### src/rtl/pipe_ctrl_pkg.sv
// Shared types for the pipeline controller.
// State encoding and stage-register control bundle.
package pipe_ctrl_pkg;

  localparam int SHADOW_W = 3;

  typedef enum logic [1:0] {
    PS_RUN,
    PS_MEM_WAIT,
    PS_FLUSH
  } pipe_state_t;

  typedef struct packed {
    logic pc_en;
    logic if_id_en;
    logic id_ex_en;
    logic id_ex_valid;
    logic ex_mem_en;
    logic mem_wb_valid;
  } pipe_ctrl_t;

endpackage

### src/rtl/pipe_ctrl_hazard_detect.sv
// Load-use hazard detection between EX and ID.
// Register 0 is hardwired and never hazards.
module hazard_detect #(
  parameter int REG_ADDR_W = 5
) (
  input  logic                  i_id_valid,
  input  logic                  i_id_uses_ra,
  input  logic                  i_id_uses_rb,
  input  logic [REG_ADDR_W-1:0] i_id_ra_addr,
  input  logic [REG_ADDR_W-1:0] i_id_rb_addr,
  input  logic                  i_ex_valid,
  input  logic                  i_ex_is_load,
  input  logic [REG_ADDR_W-1:0] i_ex_rd_addr,
  output logic                  o_load_use
);

  logic w_ra_hit;
  logic w_rb_hit;
  logic w_rd_nz;

  assign w_rd_nz  = (i_ex_rd_addr != '0);
  assign w_ra_hit = i_id_uses_ra
                  & (i_id_ra_addr == i_ex_rd_addr);
  assign w_rb_hit = i_id_uses_rb
                  & (i_id_rb_addr == i_ex_rd_addr);

  assign o_load_use = i_ex_valid & i_ex_is_load
                    & i_id_valid & w_rd_nz
                    & (w_ra_hit | w_rb_hit);

endmodule

### src/rtl/pipe_ctrl.sv
// Pipeline controller: stage enables, bubbles,
// redirect shadow flushing and perf counters.
module pipe_ctrl
  import pipe_ctrl_pkg::*;
#(
  parameter int REG_ADDR_W = 5,
  parameter int FETCH_LAT  = 1,
  parameter int CNT_W      = 32
) (
  input  logic                  clk,
  input  logic                  rst,
  input  logic                  id_valid,
  input  logic                  id_uses_ra,
  input  logic                  id_uses_rb,
  input  logic [REG_ADDR_W-1:0] id_ra_addr,
  input  logic [REG_ADDR_W-1:0] id_rb_addr,
  input  logic                  ex_valid,
  input  logic                  ex_is_load,
  input  logic [REG_ADDR_W-1:0] ex_rd_addr,
  input  logic                  ex_branch_taken,
  input  logic                  mem_req,
  input  logic                  mem_ready,
  output logic                  pc_en,
  output logic                  if_id_en,
  output logic                  if_id_flush,
  output logic                  id_ex_en,
  output logic                  id_ex_valid,
  output logic                  ex_mem_en,
  output logic                  mem_wb_valid,
  output logic                  busy,
  output logic [CNT_W-1:0]      perf_stall_cnt,
  output logic [CNT_W-1:0]      perf_flush_cnt
);

  localparam logic [SHADOW_W-1:0] SH_INIT =
    SHADOW_W'(FETCH_LAT - 1);

  pipe_state_t         r_state;
  pipe_state_t         r_ret;
  logic [SHADOW_W-1:0] r_shadow;
  logic [CNT_W-1:0]    r_stall_cnt;
  logic [CNT_W-1:0]    r_flush_cnt;

  pipe_state_t         w_eff;
  pipe_state_t         w_nstate;
  pipe_state_t         w_nret;
  logic [SHADOW_W-1:0] w_nshadow;
  pipe_ctrl_t          w_ctrl;
  logic                w_flush;
  logic                w_stall_inc;
  logic                w_flush_inc;
  logic                w_mem_stall;
  logic                w_redirect;
  logic                w_load_use;

  hazard_detect #(
    .REG_ADDR_W(REG_ADDR_W)
  ) u_hz (
    .i_id_valid  (id_valid),
    .i_id_uses_ra(id_uses_ra),
    .i_id_uses_rb(id_uses_rb),
    .i_id_ra_addr(id_ra_addr),
    .i_id_rb_addr(id_rb_addr),
    .i_ex_valid  (ex_valid),
    .i_ex_is_load(ex_is_load),
    .i_ex_rd_addr(ex_rd_addr),
    .o_load_use  (w_load_use)
  );

  assign w_mem_stall = mem_req & ~mem_ready;
  assign w_redirect  = ex_valid & ex_branch_taken;

  // MEM_WAIT resumes whatever state preceded it.
  assign w_eff = (r_state == PS_MEM_WAIT)
               ? r_ret : r_state;

  // Priority resolution of events and next state.
  always_comb begin
    w_ctrl      = '1;
    w_flush     = 1'b0;
    w_nstate    = r_state;
    w_nret      = r_ret;
    w_nshadow   = r_shadow;
    w_stall_inc = 1'b0;
    w_flush_inc = 1'b0;
    if (rst) begin
      w_ctrl.id_ex_valid  = 1'b0;
      w_ctrl.mem_wb_valid = 1'b0;
      w_flush             = 1'b1;
    end else begin
      priority case (1'b1)
        w_mem_stall: begin
          w_ctrl.pc_en        = 1'b0;
          w_ctrl.if_id_en     = 1'b0;
          w_ctrl.id_ex_en     = 1'b0;
          w_ctrl.ex_mem_en    = 1'b0;
          w_ctrl.mem_wb_valid = 1'b0;
          w_stall_inc         = 1'b1;
          w_nstate            = PS_MEM_WAIT;
          w_nret              = w_eff;
        end
        w_redirect: begin
          w_flush            = 1'b1;
          w_ctrl.id_ex_valid = 1'b0;
          w_flush_inc        = 1'b1;
          w_nshadow          = SH_INIT;
          w_nstate = (SH_INIT == '0)
                   ? PS_RUN : PS_FLUSH;
        end
        w_load_use: begin
          w_ctrl.pc_en       = 1'b0;
          w_ctrl.if_id_en    = 1'b0;
          w_ctrl.id_ex_valid = 1'b0;
          w_stall_inc        = 1'b1;
          w_nstate           = w_eff;
        end
        default: begin
          w_nstate = w_eff;
          if (w_eff == PS_FLUSH) begin
            w_flush   = 1'b1;
            w_nshadow = r_shadow - 1'b1;
            if (r_shadow <= 1) begin
              w_nstate  = PS_RUN;
              w_nshadow = '0;
            end
          end
        end
      endcase
    end
  end

  // State, shadow and wrapping counters.
  always_ff @(posedge clk or posedge rst) begin
    if (rst) begin
      r_state     <= PS_RUN;
      r_ret       <= PS_RUN;
      r_shadow    <= '0;
      r_stall_cnt <= '0;
      r_flush_cnt <= '0;
    end else begin
      r_state  <= w_nstate;
      r_ret    <= w_nret;
      r_shadow <= w_nshadow;
      if (w_stall_inc)
        r_stall_cnt <= r_stall_cnt + 1'b1;
      if (w_flush_inc)
        r_flush_cnt <= r_flush_cnt + 1'b1;
    end
  end

  assign pc_en          = w_ctrl.pc_en;
  assign if_id_en       = w_ctrl.if_id_en;
  assign if_id_flush    = w_flush;
  assign id_ex_en       = w_ctrl.id_ex_en;
  assign id_ex_valid    = w_ctrl.id_ex_valid;
  assign ex_mem_en      = w_ctrl.ex_mem_en;
  assign mem_wb_valid   = w_ctrl.mem_wb_valid;
  assign busy           = (r_state != PS_RUN);
  assign perf_stall_cnt = r_stall_cnt;
  assign perf_flush_cnt = r_flush_cnt;

endmodule

### config.mk
export PLATFORM = sky130hd
export DESIGN_NAME = pipe_ctrl
export DESIGN_NICKNAME = d
export VERILOG_FILES = /design/src/rtl/pipe_ctrl_pkg.sv /design/src/rtl/pipe_ctrl_hazard_detect.sv /design/src/rtl/pipe_ctrl.sv
export SDC_FILE = /design/constraint.sdc
export NUM_CORES = 1
export LEC_CHECK = 0
export CAP_MARGIN = 20
export CORE_ASPECT_RATIO = 1.5
export CORE_UTILIZATION = 44
export DETAILED_ROUTE_END_ITERATION = 10
export HOLD_SLACK_MARGIN = 0.02
export PLACE_DENSITY = 0.77
export SYNTH_ARGS = -nofsm -noshare
export SYNTH_HDL_FRONTEND = slang
export SYNTH_SLANG_ARGS = --single-unit
### constraint.sdc
create_clock -name clk -period 3.35 [get_ports clk]
set_input_delay 0.5025 -clock clk [delete_from_list [all_inputs] [get_ports clk]]
set_output_delay 0.5025 -clock clk [all_outputs]
set_load 0.03 [all_outputs]
## Word-level counts from Yosys, hierarchy flattened

Cells that the tools add are included.
W data, S select, Z words.

| storage, ports and cells | value |
|---|---|
| register bits after elaboration | 71 |
| output and inout bits | 72 |
| bits of input ports | 25 |

| operators by class | value |
|---|---|
| mux-type cells | 34 |
| $lt $le $gt $ge | 1 |
| add/sub/neg operators | 3 |
| bitwise logic cells | 12 |
| equal/unequal tests | 5 |
| reductions and logical operators | 5 |

Operator list:

| cell | count |
|---|---|
| $add A32 B1 Y32 const B | 2 |
| $mux W2 | 10 |
| $mux W1 | 19 |
| $mux W3 | 5 |
| $eq A5 B5 Y1 | 2 |
| $and A1 B1 Y1 | 8 |
| $reduce_bool A5 Y1 | 1 |
| $reduce_and A4 Y1 | 1 |
| $reduce_bool A2 Y1 | 2 |
| $le A3 B1 Y1 const B | 1 |
| $not A1 Y1 | 3 |
| $sub A3 B1 Y3 const B | 1 |
| $eq A2 B1 Y1 const B | 1 |
| $eq A2 B2 Y1 const B | 1 |
| $ne A2 B2 Y1 const B | 1 |
| $reduce_and A2 Y1 | 1 |
| $or A1 B1 Y1 | 1 |

## Depth between registers and ports, before layout

| logic depth | value |
|---|---|
| depth in word-level cells | 8 |
| depth in mapped cells | 7 |

## Cells and area by module

A second synthesis with hierarchy kept.

| unflattened totals | value |
|---|---|
| cells, all modules | 321 |
| area total of the unflattened synthesis | 3532.1 µm² |

By module, submodules not included:

| module | area each (µm²) | instances | sequential area each (µm²) | cells each |
|---|---|---|---|---|
| pipe_ctrl | 3400.8 | 1 | 1776.7 | 304 |
| hazard_detect | 131.4 | 1 | 0.0 | 17 |

## Worst setup path after synthesis

Ideal clock, no wire load.

| path | value |
|---|---|
| path type | input to output |
| start | input port rst |
| end | output port pc_en |
| setup slack | -52 ps |
| arrival time | 2899 ps |
| data required time | 2847 ps |
| stages | 4 |
| path through | inv_1 a41oi_4 buf_6 buf_4 |

| on the way | value |
|---|---|
| longest elaborated chain between the ends | 1 |

Ends and longest elaborated chain:

| element | RTL line | text |
|---|---|---|
| from (decl) | pipe_ctrl.sv:11 | `input logic rst,` |
| $mux W3 | pipe_ctrl.sv:86 | `if (rst) begin` |
| to (decl) | pipe_ctrl.sv:23 | `output logic pc_en,` |

Every way passes these cells.

## Worst setup path in the final report

| path | value |
|---|---|
| start | input port ex_rd_addr[0] |
| end | output port if_id_flush |

| on the way | value |
|---|---|
| longest elaborated chain between the ends | 8 |
| elaborated cells between the ends (all ways) | 12 |
| those cells by class | eq/ne (2); mux (4); bitwise (5); reduce/logical (1) |

Ends and longest elaborated chain:

| element | RTL line | text |
|---|---|---|
| from (decl) | pipe_ctrl.sv:19 | `input logic [REG_ADDR_W-1:0] ex_rd_addr,` |
| $eq A5 B5 Y1, on equally long branches | pipe_ctrl_hazard_detect.sv:23, pipe_ctrl_hazard_detect.sv:25 |  |
| $and A1 B1 Y1, on equally long branches | pipe_ctrl_hazard_detect.sv:23, pipe_ctrl_hazard_detect.sv:25 |  |
| $or A1 B1 Y1 | pipe_ctrl_hazard_detect.sv:29 | `& (w_ra_hit \| w_rb_hit);` |
| $and A1 B1 Y1 (*) | pipe_ctrl_hazard_detect.sv:29 |  |
| $mux W1 (*) (3 in a row) | pipe_ctrl.sv:91 | `priority case (1'b1)` |
| $mux W1 (*) | pipe_ctrl.sv:86 |  |
| to (decl) | pipe_ctrl.sv:25 | `output logic if_id_flush,` |

Every way passes the cells marked *; elsewhere a longest branch is shown, timed or not.

==> run metrics <==
CP max FO=7; Tot Pwr=0.002427 W; most area-consuming cells after synthesis=dfrtp_1, xnor2_1, xor2_1; Synth Area in XOR/XNOR=17.73%; die width=75.42 um; setup_tns=0 ns; # H-tree levels=3; worst endpoint required time=2.85 ns; synthesized area=3557 um^2; share of flip-flops with an asynchronous set or reset=100.0%; final setup fails=0; ANT cells=0; Pleak=2.158 nW; Worst setup EP type=output pin; Post-synth EDFFs=0; number of remaining DRC errors=0; Layout Nets=476; CTS sink cnt=71; fillers=652; CTS Buffer Depth=2; DP HPWL=6098 um; FMAX=0.3418 GHz; Least-Margin Pin Slew=0.9089 ns; grt ovf=0; gate count of the mapped netlist=343; core area=7710 um^2; share of layout cells above drive strength 1=7.743%; status=finished clean; power density over the cells=493.4 nW/um^2; relative slew slack=39.41%; DIE HEIGHT=112.1 um; Area after DPL=4628 um^2; Mapped Nets=371; Top FF cell, synth=dfrtp_1; first-pass GRT wire length=13,580 um; Ys Warns=0; initial antenna violation count=0; Worst VDD drop=0.4202 mV; #FFs+latches synth=71; combinational family with the most area after synthesis=simple AND/OR/NAND/NOR gates; DRT Pass-1 Iters=4; Die ar.=8456 um^2; Min Hold Slack=0.4664 ns; register area share after synthesis=49.95%; total CTS buffers=9; Area growth, synth to finish=38.27%; CP Data Arrival Time=2.42 ns; vias in the first global route=2,950; critical path class=in2out; Tot GR Track Use=21.20%; HP Class=reg2reg; drt total wl=8446 um; Unique masters post-synth=43; Max Cap Viol=0; antenna viol nets, final=0; unrepaired setup endpoints after global routing=false; Startpoint Class=input pin; mux cell area share after synthesis=0.6331%; CTS Hold Bufs=0; Fin. Hold Viols=0; detailed-route wire length per cell=15.25 um; routed vias/inst=5.366; simple-gate share of the synthesized area=23.46%; Tmin final=2.926 ns; Adder-Cell Fraction of Synth Area=1.055%; post-synth top area cell=dfrtp_1; post-CTS sizing=0; Post-CTS Setup Bufs=0; Routability Congestion=0.8833; Vias=2,973; Avg Cell Area, Syn=10.37 um^2; starting density of the core=46.14%; fin. max-slew vios=0; post-route clock period utilization=87.34%; I/O Buffers=96; CTS tree=built; CTS clk-pin slew, worst paths=0.05 ns; Clock Skew=0.006945 ns; CTS Root Buffer Type=clkbuf_16; DR iter-0 viols=138; largest net degree at the start of global routing=73; Design Area, Final=4918 um^2; Synth Area in Compound Gates=4.537%; share of the synthesized area in the top cell type=49.95%; total I/O pin count=97; clock latency on the worst-skew pair=0.33 ns; # rows=39
[routing by layer]
| metal | GRT usage (%) | share of wire [%] | up-vias |
|---|---|---|---|
| met5 | 0 | 0 | - |
| met4 | 10.62 | 2.9 | 0 |
| li1 | - | - | 1400 |
| met2 | 35.24 | 51 | 113 |
| met1 | 24.28 | 39 | 1438 |
| met3 | 6.014 | 6.9 | 22 |
[power by group]
| part | internal [W] | leakage (nW) | switching, W |
|---|---|---|---|
| sequential | 0.000928 | 0.943 | 0.0000874 |
| combinational | 0.000218 | 1.07 | 0.000266 |
| clock | 0.000592 | 0.143 | 0.000336 |
| total | 0.00174 | 2.16 | 0.000689 |
[final cells by class]
class / instances / area, um^2 / area share (%)
Timing Repair Buffer: 102 / 996.0 / 20.25
Clock buffer: 12 / 246.5 / 5.011
Tap cell: 102 / 127.6 / 2.595
Clock inverter: 3 / 43.79 / 0.8904
Inverter: 10 / 41.29 / 0.8395
Sequential cell: 71 / 1777 / 36.12
Multi-Input combinational cell: 254 / 1687 / 34.29
[cell families after synthesis]
logic type | Yosys count
adders and majority gates | 3
xor gates and xnor gates | 72
DFF | 71
buffers and inverters | 18
AOI/OAI and AO/OA | 19
and+or+nand+nor | 158
muxes | 2
[worst paths after layout]
check,from,to,slack [ns],cells after the start
max,ex_rd_addr[0],if_id_flush,0.42,8
min,perf_flush_cnt[31],perf_flush_cnt[31],0.47,1
max reg2reg,perf_flush_cnt[4],perf_flush_cnt[24],1.28,6
min reg2reg,perf_flush_cnt[31],perf_flush_cnt[31],0.47,1
max in group asynchronous,rst,perf_flush_cnt[19],1.71,3
min in group asynchronous,rst,r_state[0],1.05,3
[state kept, by name (all words and copies together) (netlist names)]
register and cells:
r_shadow 3, r_state 2, r_ret 2, perf_flush_cnt 32
perf_stall_cnt 32
[worst max-delay path: stages]
cell and delay (ns):
clkdlybuf4s50_1 0.48, or4_1 0.56, o2111ai_2 0.19, inv_2 0.09
a21oi_2 0.27, o21ai_0 0.11, nand2_1 0.07, buf_4 0.15
[cells in the final DEF (no fill, tap or decap), types with 3 or more instances in the layout]
cell / synthesis / routed
nand3_1: 16 / 16
nand2_1: 36 / 36
o21ai_0: 5 / 5
clkdlybuf4s50_1: 0 / 92
nor3_1: 10 / 10
xor2_1: 34 / 34
nor4_1: 12 / 12
xnor2_1: 38 / 38
nand4_1: 19 / 19
a21oi_1: 3 / 3
inv_1: 9 / 8
and3_1: 12 / 12
nor2_1: 27 / 27
clkbuf_16: 0 / 9
and2_1: 4 / 4
buf_4: 1 / 10
dfrtp_1: 71 / 71
and4_1: 3 / 3
nor4b_1: 3 / 3
ha_1: 3 / 3
[through the flow]
stage | utilization, % | instances | setup slack (ns)
after floorplan | - | 343 | 0.4322
after global placement | 60.03 | 539 | 0.4348
after detailed placement | 60.03 | 539 | 0.4250
after CTS | 63.79 | 554 | 0.4206
after global routing | 63.79 | 554 | 0.2691
final | 63.79 | 554 | 0.4243
[cell usage after synthesis (all sizes together) (3+ instances only)]
master and n:
a21oi 4, and2 4, and3 12, and4 3
buf 4, clkbuf 4, dfrtp 71, ha 3
inv 10, nand2 36, nand3 16, nand4 19
nor2 27, nor3 11, nor4 12, nor4b 4
o21ai 5, xnor2 38, xor2 34
No activity file was read; power rests on OpenSTA's default activity.
